==> config.mk <==
export PLATFORM = sky130hd
export DESIGN_NAME = cv32e40p_apu_wb_arbiter
export DESIGN_NICKNAME = d
export VERILOG_FILES = /design/src/rtl/cv32e40p_pkg.sv /design/src/rtl/cv32e40p_apu_wb_fifo.sv /design/src/rtl/cv32e40p_apu_wb_arbiter.sv
export SDC_FILE = /design/constraint.sdc
export NUM_CORES = 1
export LEC_CHECK = 0
export BUFFER_PORTS_ARGS = -buffer_cell sky130_fd_sc_hd__buf_2
export CORE_MARGIN = 2
export CORE_UTILIZATION = 47
export DETAILED_ROUTE_END_ITERATION = 10
export GPL_TIMING_DRIVEN = 0
export HOLD_SLACK_MARGIN = 0.02
export PLACE_DENSITY = 0.79
export SLEW_MARGIN = 20
export SYNTH_ARGS = -nofsm -noshare
export SYNTH_HDL_FRONTEND = slang
export SYNTH_SLANG_ARGS = --single-unit
==> constraint.sdc <==
create_clock -name clk_i -period 2.8 [get_ports clk_i]
set_clock_uncertainty 0.05 [all_clocks]
set_input_delay 0.42 -clock clk_i [delete_from_list [all_inputs] [get_ports clk_i]]
set_output_delay 0.42 -clock clk_i [all_outputs]
set_load 0.01 [all_outputs]
==> src/rtl/cv32e40p_pkg.sv <==
// Shared constants and types for the APU write-back arbiter slice.
package cv32e40p_pkg;

  // Default number of buffered APU results.
  localparam int APU_WB_DEPTH  = 2;
  // Register-file write address width; bit 5 selects the FP register file.
  localparam int APU_WB_ADDR_W = 6;

  // One buffered APU result waiting for a free write-port cycle.
  typedef struct packed {
    logic [APU_WB_ADDR_W-1:0] waddr;
    logic [31:0]              wdata;
  } apu_wb_entry_t;

endpackage

==> src/rtl/cv32e40p_apu_wb_fifo.sv <==
// Small circular buffer holding APU results that lost the write port.
// Full/empty come from the occupancy count; per-entry valid bits and
// addresses are exported so the top can do dependency lookups.
module cv32e40p_apu_wb_fifo
  import cv32e40p_pkg::*;
#(
  parameter int  DEPTH  = APU_WB_DEPTH,
  parameter int  ADDR_W = APU_WB_ADDR_W,
  localparam int CNT_W  = $clog2(DEPTH + 1)
) (
  input  logic                           clk_i,
  input  logic                           rst_n,
  input  logic                           push,
  input  apu_wb_entry_t                  push_entry,
  input  logic                           pop,
  output apu_wb_entry_t                  head,
  output logic [CNT_W-1:0]               count,
  output logic [DEPTH-1:0]               head_sel,
  output logic [DEPTH-1:0]               entry_valid,
  output logic [DEPTH-1:0][ADDR_W-1:0]   entry_addr
);

  localparam int PTR_W = $clog2(DEPTH);

  logic [PTR_W-1:0] rd_ptr;
  logic [PTR_W-1:0] wr_ptr;
  apu_wb_entry_t    mem [DEPTH];

  // Pointers wrap modulo DEPTH, so non-power-of-two depths work too.
  function automatic logic [PTR_W-1:0] ptr_inc(input logic [PTR_W-1:0] p);
    return (p == PTR_W'(DEPTH - 1)) ? '0 : p + 1'b1;
  endfunction

  // Control state: pointers, occupancy and per-entry valid bits.
  always_ff @(posedge clk_i) begin
    if (!rst_n) begin
      rd_ptr      <= '0;
      wr_ptr      <= '0;
      count       <= '0;
      entry_valid <= '0;
    end else begin
      if (pop) begin
        rd_ptr              <= ptr_inc(rd_ptr);
        entry_valid[rd_ptr] <= 1'b0;
      end
      // NOTE: push is written after pop so that, when full with both active
      // (rd_ptr == wr_ptr), the last non-blocking assignment keeps the slot valid.
      if (push) begin
        wr_ptr              <= ptr_inc(wr_ptr);
        entry_valid[wr_ptr] <= 1'b1;
      end
      count <= count + CNT_W'(push) - CNT_W'(pop);
    end
  end

  // Entry storage.
  // NOTE: the data array is deliberately not reset; entry_valid alone says
  // which slots mean anything, which keeps the storage plain flops/RAM.
  always_ff @(posedge clk_i) begin
    if (push) mem[wr_ptr] <= push_entry;
  end

  assign head = mem[rd_ptr];

  // Expose the head position and every stored address for lookups.
  always_comb begin
    head_sel   = '0;
    entry_addr = '0;
    for (int i = 0; i < DEPTH; i++) begin
      head_sel[i]   = (rd_ptr == PTR_W'(i));
      entry_addr[i] = ADDR_W'(mem[i].waddr);
    end
  end

endmodule

==> src/rtl/cv32e40p_apu_wb_arbiter.sv <==
// Shares one register-file write port between the core pipeline and the APU.
// The core always wins; APU results bypass when idle or queue in a FIFO.
module cv32e40p_apu_wb_arbiter
  import cv32e40p_pkg::*;
#(
  parameter int DEPTH  = APU_WB_DEPTH,
  parameter int ADDR_W = APU_WB_ADDR_W
) (
  input  logic              clk_i,
  input  logic              rst_n,
  input  logic              core_we_i,
  input  logic [ADDR_W-1:0] core_waddr_i,
  input  logic [31:0]       core_wdata_i,
  input  logic              apu_valid_i,
  input  logic [ADDR_W-1:0] apu_waddr_i,
  input  logic [31:0]       apu_result_i,
  output logic              apu_stall_o,
  output logic              rf_we_o,
  output logic [ADDR_W-1:0] rf_waddr_o,
  output logic [31:0]       rf_wdata_o,
  input  logic [ADDR_W-1:0] chk_addr_i,
  output logic              chk_hit_o,
  output logic              overflow_o
);

  localparam int CNT_W = $clog2(DEPTH + 1);

  logic                         fifo_push;
  logic                         fifo_pop;
  logic                         fifo_empty;
  logic                         fifo_full;
  logic                         bypass;
  logic                         apu_pending;
  logic                         drop;
  logic [CNT_W-1:0]             fifo_count;
  apu_wb_entry_t                push_entry;
  apu_wb_entry_t                head;
  logic [DEPTH-1:0]             head_sel;
  logic [DEPTH-1:0]             entry_valid;
  logic [DEPTH-1:0][ADDR_W-1:0] entry_addr;

  assign fifo_empty  = (fifo_count == '0);
  assign fifo_full   = (fifo_count == CNT_W'(DEPTH));
  // Queued results always drain before any new result may bypass.
  assign fifo_pop    = !core_we_i && !fifo_empty;
  assign bypass      = !core_we_i && fifo_empty && apu_valid_i;
  assign apu_pending = apu_valid_i && !bypass;
  // A full FIFO still accepts when its head leaves in the same cycle.
  assign fifo_push   = apu_pending && (!fifo_full || fifo_pop);
  assign drop        = apu_pending && fifo_full && !fifo_pop;

  assign push_entry.waddr = APU_WB_ADDR_W'(apu_waddr_i);
  assign push_entry.wdata = apu_result_i;

  // One slot of headroom absorbs a result already in flight when stall rises.
  assign apu_stall_o = (fifo_count >= CNT_W'(DEPTH - 1));

  cv32e40p_apu_wb_fifo #(
    .DEPTH  (DEPTH),
    .ADDR_W (ADDR_W)
  ) u_fifo (
    .clk_i       (clk_i),
    .rst_n       (rst_n),
    .push        (fifo_push),
    .push_entry  (push_entry),
    .pop         (fifo_pop),
    .head        (head),
    .count       (fifo_count),
    .head_sel    (head_sel),
    .entry_valid (entry_valid),
    .entry_addr  (entry_addr)
  );

  // Write-port mux: core, then FIFO head, then zero-latency APU bypass.
  always_comb begin
    rf_we_o    = 1'b0;
    rf_waddr_o = '0;
    rf_wdata_o = '0;
    if (core_we_i) begin
      rf_we_o    = 1'b1;
      rf_waddr_o = core_waddr_i;
      rf_wdata_o = core_wdata_i;
    end else if (fifo_pop) begin
      rf_we_o    = 1'b1;
      rf_waddr_o = ADDR_W'(head.waddr);
      rf_wdata_o = head.wdata;
    end else if (bypass) begin
      rf_we_o    = 1'b1;
      rf_waddr_o = apu_waddr_i;
      rf_wdata_o = apu_result_i;
    end
  end

  // Dependency lookup over live entries, minus the one retiring this cycle,
  // plus the result being enqueued right now.
  always_comb begin
    chk_hit_o = fifo_push && (apu_waddr_i == chk_addr_i);
    for (int i = 0; i < DEPTH; i++) begin
      if (entry_valid[i] && !(fifo_pop && head_sel[i]) &&
          (entry_addr[i] == chk_addr_i)) begin
        chk_hit_o = 1'b1;
      end
    end
  end

  // Sticky drop flag, cleared only by reset.
  always_ff @(posedge clk_i) begin
    if (!rst_n) overflow_o <= 1'b0;
    else if (drop) overflow_o <= 1'b1;
  end

endmodule

==> results of run 1 <==
==> state kept, by name, summed over array words and instances, names as in the netlist, named ones only <==
signal	count
overflow_o	1
u_fifo.count	2
u_fifo.entry_valid	2
u_fifo.mem	76
u_fifo.rd_ptr	1
u_fifo.wr_ptr	1
==> metal layers <==
layer  wire [µm]  GRT usage  up-vias
li1            -          -     1583
met1        4162     0.2602     1526
met2        4768     0.3358      128
met3         665    0.03475        6
met4          76    0.06744        0
met5           0          0        -
==> layout make-up <==
| class | count | share of cell area |
|---|---|---|
| Buffer | 25 | 0.03064 |
| Clock buffer | 10 | 0.02442 |
| Clock inverter | 6 | 0.01221 |
| Inverter | 43 | 0.03088 |
| Multi-Input combinational cell | 205 | 0.2827 |
| Sequential cell | 84 | 0.4673 |
| Tap cell | 108 | 0.02586 |
| Timing Repair Buffer | 127 | 0.1259 |
==> cell families (layout without fill, tap and decap cells) <==
kind of cell / after synthesis / in the layout / synth area share
AO/OA/AOI/OAI: 83 / 83 / 0.1365
XOR/XNOR: 22 / 22 / 0.04551
adder cells (fa/ha/maj): 4 / 4 / 0.01182
buffers and inverters: 68 / 211 / 0.07594
flip-flops: 84 / 84 / 0.5768
multiplexers: 38 / 38 / 0.08983
AND/OR/NAND/NOR: 58 / 58 / 0.06353
==> metrics by stage <==
| stage | util | hold WS [ns] | worst slack [ns] |
|---|---|---|---|
| final | 0.5993 | 0.2312 | 0.4327 |
| after global routing | 0.5993 | 0.2147 | 0.2456 |
| after CTS | 0.5993 | 0.2139 | 0.4206 |
| after detailed placement | 0.5773 | 0.4901 | 0.6506 |
| after global placement | 0.5736 | 0.4827 | -0.08617 |
| after floorplan | - | 0.4689 | 0.5267 |
==> worst min path at each step <==
stage | from | endpoint | slack, ns | cells past startpoint
final | apu_result_i[12] | u_fifo.mem[0][12] | 0.23 | 1
after global placement | overflow_o | overflow_o | 0.48 | 2
after global routing | apu_result_i[3] | u_fifo.mem[0][3] | 0.21 | 1
after CTS | apu_result_i[12] | u_fifo.mem[1][12] | 0.21 | 1
after detailed placement | overflow_o | overflow_o | 0.49 | 2
after floorplan | apu_result_i[0] | u_fifo.mem[0][0] | 0.47 | 0
==> worst max-delay path, cell delays in order (launching register included) <==
cell,delay (ns)
dfxtp_1,0.35
buf_6,0.18
buf_6,0.19
mux2i_1,0.21
nor2_1,0.06
a311oi_1,0.32
a21oi_1,0.07
buf_2,0.16
==> placed cells by master (no fill, tap or decap), drive strengths merged, types with 3 or more instances in the layout <==
cell    instances
buf           140
edfxtp         76
inv            44
nor2           41
mux2i          38
a311oi         38
a21oi          38
clkbuf         22
xor2           13
xnor2           9
dfxtp           8
and2            5
ha              4
nand4           3
o21a            3
==> where the power goes <==
part	internal, mW	switching (mW)	total, mW
logic	0.619	0.835	1.45
registers	1.58	0.0749	1.66
clock network	0.412	0.420	0.833
==> impl_metrics.yaml, run 1 <==
sta:
  setup_tns_ns: 0
  fmax_mhz: 422.4
  setup_viol: 0
  period_minus_slack_ns: 2.367
  slew_headroom: 0.5605
  fin_crit_sh: 0.8455
  worst_slew_pin_slew_ns: 0.6577
  drv_slew: 0
  hold_violations: 0
  rsz0062_at_grt: "no"
floorplanning:
  die_h_um: 98.92
  core_um2: 8721
  num_rows: 34
  die_area_um2: 9784
  die_x_um: 98.92
  ios: 128
  start_util: 0.4855
clock_tree:
  cts-hold-fix-buffers: 0
  clkLatencyLatePin_ns: 0.34
  clk_root_buffer_cell: "clkbuf_8"
  cts-resized-gates: 0
  cts_tree: "yes"
  cts_sinks: 84
  clockBufferDepth: 2
  cts_setup_buffers: 0
  path_clk_slew_ns: 0.08
  htreeDepth: 3
  numCtsBuffers: 9
outcome:
  status: "finished, final reports clean"
worst_setup_path:
  timing.rr.end: "u_fifo.count[1]"
  cp_data_arrival_time_ns: 1.90
  worstSetupPathType: "reg2out"
  reg2reg_depth: 8
  r2r-start: "u_fifo.count[1]"
  crit_path_end: "rf_waddr_o[4]"
  worstPathRequired_ns: 2.33
  crit_path_end_kind: "output pin"
  startpoint_type: "register"
  r2r_slack_ns: 0.79
  worstPathMaxFanout: 10
synth:
  synth_nets: 447
  yosys-top-cells-area: "edfxtp_1, mux2i_1, a311oi_1"
  synth_top_cells_by_count: "edfxtp_1, inv_1, nor2_1"
  yosysWarnings: 0
  ys_types: 27
  synth-seq-area-share: 0.5768
  synth_area_um2: 4234
  synth_edf_count: 76
  yosysMostFrequentCell: "edfxtp_1"
  synth_top_flop_cell: "edfxtp_1"
  synth_area_per_cell_um2: 11.86
  synth_top_area_share: 0.5390
  synth_top_area_cell: "edfxtp_1"
  syn_inst: 357
  synthArstFlopShare: 0
  ys_ff_latch: 84
routing:
  ant_nets: 0
  dr.pass1.iters: 4
  drcViolationCount: 0
  routed_wl_um: 9673
  drt-wirelength-per-cell_um: 15.91
  vias: 3243
  viasPerCell: 5.334
  first_iter_violations: 152
finish:
  finalInstanceArea_um2: 5226
  drive_gt1_frac: 0.3180
  regArea_um2: 2442
  area_delta_synth_final_pct: 23.43
  antenna_cells: 0
  layout.cells.non_filler: 608
  nFillCells: 715
  multi_input_comb_area_um2: 1478
  final_net_count: 585
placement:
  place_area_um2: 5035
  placedCellCount: 592
  gp_congestion: 0.8711
  dp_hpwl_um: 6908
  io_buffers: 126
global_routing:
  grt.total_usage: 0.1989
  grt_pass1_wl_um: 15440
  grt_max_degree: 40
  antenna_found_initial: 0
  grt.overflow.total: 0
  grt_pass1_vias: 3185
min_path:
  holdCritPathClass: "in2reg"
power_and_ir_drop:
  power.density_nw_per_um2: 754.8
  ir_drop_mv: 0.3026
  total_power_mw: 3.945
  power.leakage_nw: 2.125
flow_run:
  cap_violations: 0
(Power assumes the default switching activity.)
==> inputs of run 2 (changes only) <==
Settings changed: ABC_AREA from default to 1, CORE_UTILIZATION 47 to 51, PLACE_DENSITY 0.79 to 0.82.
Clock period 2.8 ns to 2.2 ns, I/O delays scaled along.
==> run 2 against run 1 <==
- the flow now finishes with violations (setup timing)
- sequential power up 25%
- non-clock buffer count up 8
- sequential share of layout area down 0.84 points
- combinational power up 24%
- critical path depth up 7
- clock power up 28%
- area after synthesis down 3.1%
- via count up 7.5%
- utilization up 8.7 points
- wire length up 4.1%
- power up 25%
- critical endpoint is now chk_hit_o
- largest cell class unchanged
==> impl_metrics.yaml, run 2 <==
power_and_ir_drop:
  power.switching_mw: 1.656
  p_comb_frac: 0.364
  swShare: 0.3345
  power.density_nw_per_um2: 928.1
  power.leakage_nw: 2.303
  intPower_mw: 3.293
  power.share.clock: 0.217
  power_frac_seq: 0.419
  ir_drop_mv: 0.4516
synth:
  syn_inst: 412
  synth_area_um2: 4104
  synth_edf_count: 76
  synth_top_cells_by_count: "nand2_1, edfxtp_1, o211ai_1, nand3_1, inv_1"
  yosysWarnings: 0
  yosys-top-cells-area: "edfxtp_1, nand2_1, o211ai_1"
  ys_ff_latch: 84
  synth_area_per_cell_um2: 9.961
  synth-seq-area-share: 0.5951
  yosysMostFrequentCell: "nand2_1"
  synth_top_area_share: 0.5561
  ys_types: 27
  synthArstFlopShare: 0
  synth_nets: 502
  synth_top_area_cell: "edfxtp_1"
  synth_top_flop_cell: "edfxtp_1"
finish:
  final_net_count: 654
  top_regs: "u_fifo.mem: 76 flops, u_fifo.count: 2 flops, u_fifo.entry_valid: 2 flops"
  mostFrequentLayoutCells: "buf_2, nand2_1, edfxtp_1"
  layout_commonest_cell: "buf_2"
  antenna_cells: 0
  drive_gt1_frac: 0.3357
  regArea_um2: 2447
  finalInstanceArea_um2: 5333
  area_delta_synth_final_pct: 29.94
  largest_register_ffs: 76
  nFillCells: 609
  multi_input_comb_area_um2: 1460
  top_register: "u_fifo.mem"
  layout.cells.non_filler: 671
routing:
  vias: 3485
  ant_nets: 0
  viasPerCell: 5.194
  first_iter_violations: 205
  routed_wl_um: 10070
  drcViolationCount: 0
  drt-wirelength-per-cell_um: 15.01
  dr.pass1.iters: 5
clock_tree:
  cts_sinks: 84
  htreeDepth: 3
  path_clk_slew_ns: 0.09
  cts-hold-fix-buffers: 0
  cts_tree: "yes"
  clkLatencyLatePin_ns: 0.34
  clockBufferDepth: 2
  clk_root_buffer_cell: "clkbuf_8"
  numCtsBuffers: 9
worst_setup_path:
  worstSetupPathType: "reg2out"
  worstPathMaxFanout: 4
  worstPathRequired_ns: 1.82
  startpoint_type: "register"
  crit_path_end_kind: "output pin"
  cp_data_arrival_time_ns: 1.84
global_routing:
  grt_max_degree: 31
  grt_pass1_wl_um: 15290
  grt.total_usage: 0.2280
  grt_pass1_vias: 3214
  grt.overflow.total: 0
  antenna_found_initial: 0
floorplanning:
  die_h_um: 93.71
  num_rows: 32
  start_util: 0.5284
  die_x_um: 93.71
  core_um2: 7767
  ios: 128
  die_area_um2: 8781
sta:
  hold_violations: 0
  finalWorstSetupSlack_ns: -0.02249
  rsz0062_at_grt: "yes"
  drv_slew: 0
  slew_headroom: 0.6734
  fmax_mhz: 449.9
  fin_crit_sh: 1.010
  worst_slew_pin_slew_ns: 0.4899
  setup_viol: 1
  period_minus_slack_ns: 2.222
flow_run:
  cap_violations: 0
placement:
  placedCellCount: 643
  gp_congestion: 0.9013
  dp_hpwl_um: 6982
  place_area_um2: 4915
  place_ws_ns: 0.1177
  io_buffers: 127
outcome:
  violations: "setup timing"
  status: "finished with violations"
min_path:
  holdCritPathClass: "in2reg"
[run 2: repair_timing]
item / CTS / global route
setup endpoints to repair: 1 / 5
gates resized for setup: 9 / 20
pin swaps: 5 / 10
cloned: 0 / 2
setup buffers: 5 / 6
[run 2: final cells by class]
type                    count  area share
inverters                  36     0.02581
repair buffers            141      0.1549
flip-flops and latches     84      0.4589
well taps                 102     0.02393
multi-input cells         273      0.2738
plain buffers              19     0.02698
clock buffers              10     0.02393
clock inverters             6     0.01173
[run 2: path summary, 6_finish.rpt]
check / depth (start not counted) / from / end / slack [ns]
min reg2reg: 2 / u_fifo.wr_ptr / u_fifo.wr_ptr / 0.42
min: 1 / apu_result_i[24] / u_fifo.mem[0][24] / 0.13
max: 14 / u_fifo.count[1] / chk_hit_o / -0.02
max reg2reg: 9 / u_fifo.count[1] / u_fifo.mem[0][16] / 0.21
[run 2: routing by layer]
layer	share of wire	GRT usage	wire length, µm	up-vias
li1	-	-	-	1716
met1	0.41	0.2865	4139	1641
met2	0.51	0.3911	5108	114
met3	0.065	0.04655	652	14
met4	0.017	0.08213	172	0
met5	0	0	0	-
[run 2: worst max-delay path: stages (launching register included)]
cell and delay (ns):
dfxtp_4 0.36, nor2_4 0.12, inv_2 0.07, nand2_4 0.07
inv_4 0.04, buf_8 0.12, ha_4 0.15, inv_2 0.04
nand2_2 0.04, nor2_2 0.10, nand2_1 0.06, nor2_1 0.08
nand2_1 0.07, nand3_2 0.09, buf_6 0.10
[run 2: per-stage QoR]
step	hold slack (ns)	utilization	total power [mW]	TNS, ns
3_5_place_dp	0.4039	0.6327	3.650	0
2_1_floorplan	0.3735	-	3.040	0
4_1_cts	0.1197	0.6667	4.790	0
3_3_place_gp	0.3939	0.6269	3.572	-36.78
5_1_grt	0.1201	0.6865	5.235	-0.6454
6_report	0.1290	0.6865	4.949	-0.02249
[run 2: power by group through the flow]
stage               sequential, mW  combinational [mW]  clock (mW)
floorplan                     2.09               0.953           0
global placement              2.10                1.47           0
detailed placement            2.10                1.55           0
CTS                           2.07                1.64        1.08
global route                  2.09                2.00        1.14
finish                        2.07                1.80        1.07
[run 2: logic make-up (layout without fill, tap and decap cells)]
group,count (synthesis),in the layout,share of synthesized area
AOI/OAI and AO/OA,54,54,0.09024
xor gates and xnor gates,4,4,0.008538
adders and majority gates,4,4,0.01220
buffers and inverters,55,212,0.06006
DFF,84,84,0.5951
muxes,3,3,0.007317
and+or+nand+nor,208,208,0.2265
==> inputs of run 3 (changes only) <==
Settings changed: SKIP_CTS_REPAIR_TIMING from default to 1.
==> run 3 against run 2 <==
- the flow still finishes with violations (setup timing)
- largest cell class unchanged
- wire length decreased by 3.5%
- utilization decreased by 1.4 points
- final cell count decreased by 0.89%
- combinational power decreased by 7%
- via count decreased by 0.77%
- critical path depth unchanged
==> impl_metrics.yaml, run 3 (same netlist as run 2, synthesis figures left out) <==
routing:
  drcViolationCount: 0
  dr.pass1.iters: 5
  drt-wirelength-per-cell_um: 14.62
  vias: 3458
  ant_nets: 0
  viasPerCell: 5.200
  first_iter_violations: 199
  routed_wl_um: 9719
clock_tree:
  clockBufferDepth: 2
  cts_tree: "yes"
  path_clk_slew_ns: 0.08
  clk_root_buffer_cell: "clkbuf_8"
  htreeDepth: 3
  cts_sinks: 84
  clkLatencyLatePin_ns: 0.34
  numCtsBuffers: 9
finish:
  nFillCells: 616
  antenna_cells: 0
  finalCoreUtilization: 0.6720
  final_net_count: 648
  largest_register_ffs: 76
  layout_commonest_cell: "buf_2"
  top_regs: "u_fifo.mem: 76 flops, u_fifo.count: 2 flops, u_fifo.entry_valid: 2 flops"
  layout.cells.non_filler: 665
  finalInstanceArea_um2: 5220
  area_delta_synth_final_pct: 27.20
  drive_gt1_frac: 0.3268
  top_register: "u_fifo.mem"
  mostFrequentLayoutCells: "buf_2, nand2_1, edfxtp_1"
power_and_ir_drop:
  total_power_mw: 4.816
  ir_drop_mv: 0.4529
  power_frac_seq: 0.430
  swShare: 0.3355
  intPower_mw: 3.200
  power.switching_mw: 1.616
  power.share.clock: 0.221
  power.density_nw_per_um2: 922.6
  p_comb_frac: 0.348
  power.leakage_nw: 2.244
global_routing:
  grt_pass1_vias: 3174
  antenna_found_initial: 0
  grt_max_degree: 31
  grt_pass1_wl_um: 15010
  grt.total_usage: 0.2235
  grt.overflow.total: 0
min_path:
  holdCritPathClass: "in2reg"
worst_setup_path:
  startpoint_type: "register"
  crit_chain: "nor2_4 > inv_2 > nand2_4 > inv_6 > buf_12 > ha_4 > inv_2 > nand2_2 > nor2_2 > nand2_1 > nor2_1 > nand2_1 > nand3_2 > buf_6"
  worstPathMaxFanout: 5
  worstSetupPathType: "reg2out"
  crit_path_end_kind: "output pin"
  slowest_stage: "dfxtp_2"
  slowest_delay_ns: 0.34
  cp_data_arrival_time_ns: 1.83
  worstPathRequired_ns: 1.82
floorplanning:
  die_x_um: 93.71
  die_area_um2: 8781
  ios: 128
  core_um2: 7767
  start_util: 0.5284
  die_h_um: 93.71
  num_rows: 32
placement:
  gp_congestion: 0.9013
  dp_hpwl_um: 6982
  io_buffers: 127
  placedCellCount: 643
  place_ws_ns: 0.1177
  place_area_um2: 4915
flow_run:
  cap_violations: 0
sta:
  rsz0062_at_grt: "yes"
  fin_crit_sh: 1.006
  setup_tns_ns: -0.01308
  drv_slew: 0
  fmax_mhz: 451.9
  hold_violations: 0
  slew_headroom: 0.6814
  period_minus_slack_ns: 2.213
  hold_slack_ns: 0.1318
  finalWorstSetupSlack_ns: -0.01308
  worst_slew_pin_slew_ns: 0.4780
  setup_viol: 1
outcome:
  violations: "setup timing"
  status: "finished with violations"
-- run 3: cell types whose count changed in the layout (fill, tap and decap cells not counted), moves of 2 or more --
cell,change
buf_4,-3
buf_8,-5
buf_6,+2
clkbuf_16,-2
buf_2,+3
-- run 3: worst paths after layout --
kind / start / to / slack (ns) / cells past startpoint
max: u_fifo.count[0] / chk_hit_o / -0.01 / 14
min: apu_result_i[1] / u_fifo.mem[0][1] / 0.13 / 1
max reg2reg: u_fifo.count[0] / u_fifo.count[1] / 0.31 / 12
min reg2reg: overflow_o / overflow_o / 0.42 / 1
-- run 3: routing by layer --
metal / vias up / track usage / share of wire
met5: - / 0 / 0
met4: 0 / 0.08333 / 0.021
met3: 16 / 0.04896 / 0.070
met2: 131 / 0.3792 / 0.50
met1: 1610 / 0.2811 / 0.41
li1: 1701 / - / -
-- run 3: area by class of cell --
class	count	area, µm²	area share
tap	102	127.6	0.02445
inverter	36	140.1	0.02685
clock buffer	10	127.6	0.02445
clock inverter	6	62.56	0.01198
timing repair buffer	135	726.9	0.1393
multi-input combinational	273	1465	0.2807
buffer	19	125.1	0.02397
sequential	84	2445	0.4684
-- run 3: power by group through the flow --
stage	Sequential [mW]	Combinational, mW	Clock, mW
floorplan	2.09	0.953	0
global placement	2.10	1.47	0
detailed placement	2.10	1.55	0
CTS	2.07	1.55	1.08
global route	2.09	1.87	1.14
finish	2.07	1.68	1.07
-- run 3: critical path: cells and delay by family (launching register included) --
family | cells | cell delay, ns
adder cells (fa/ha/maj) | 1 | 0.15
flip-flops | 1 | 0.34
AND/OR/NAND/NOR | 8 | 0.61
buffers and inverters | 5 | 0.39
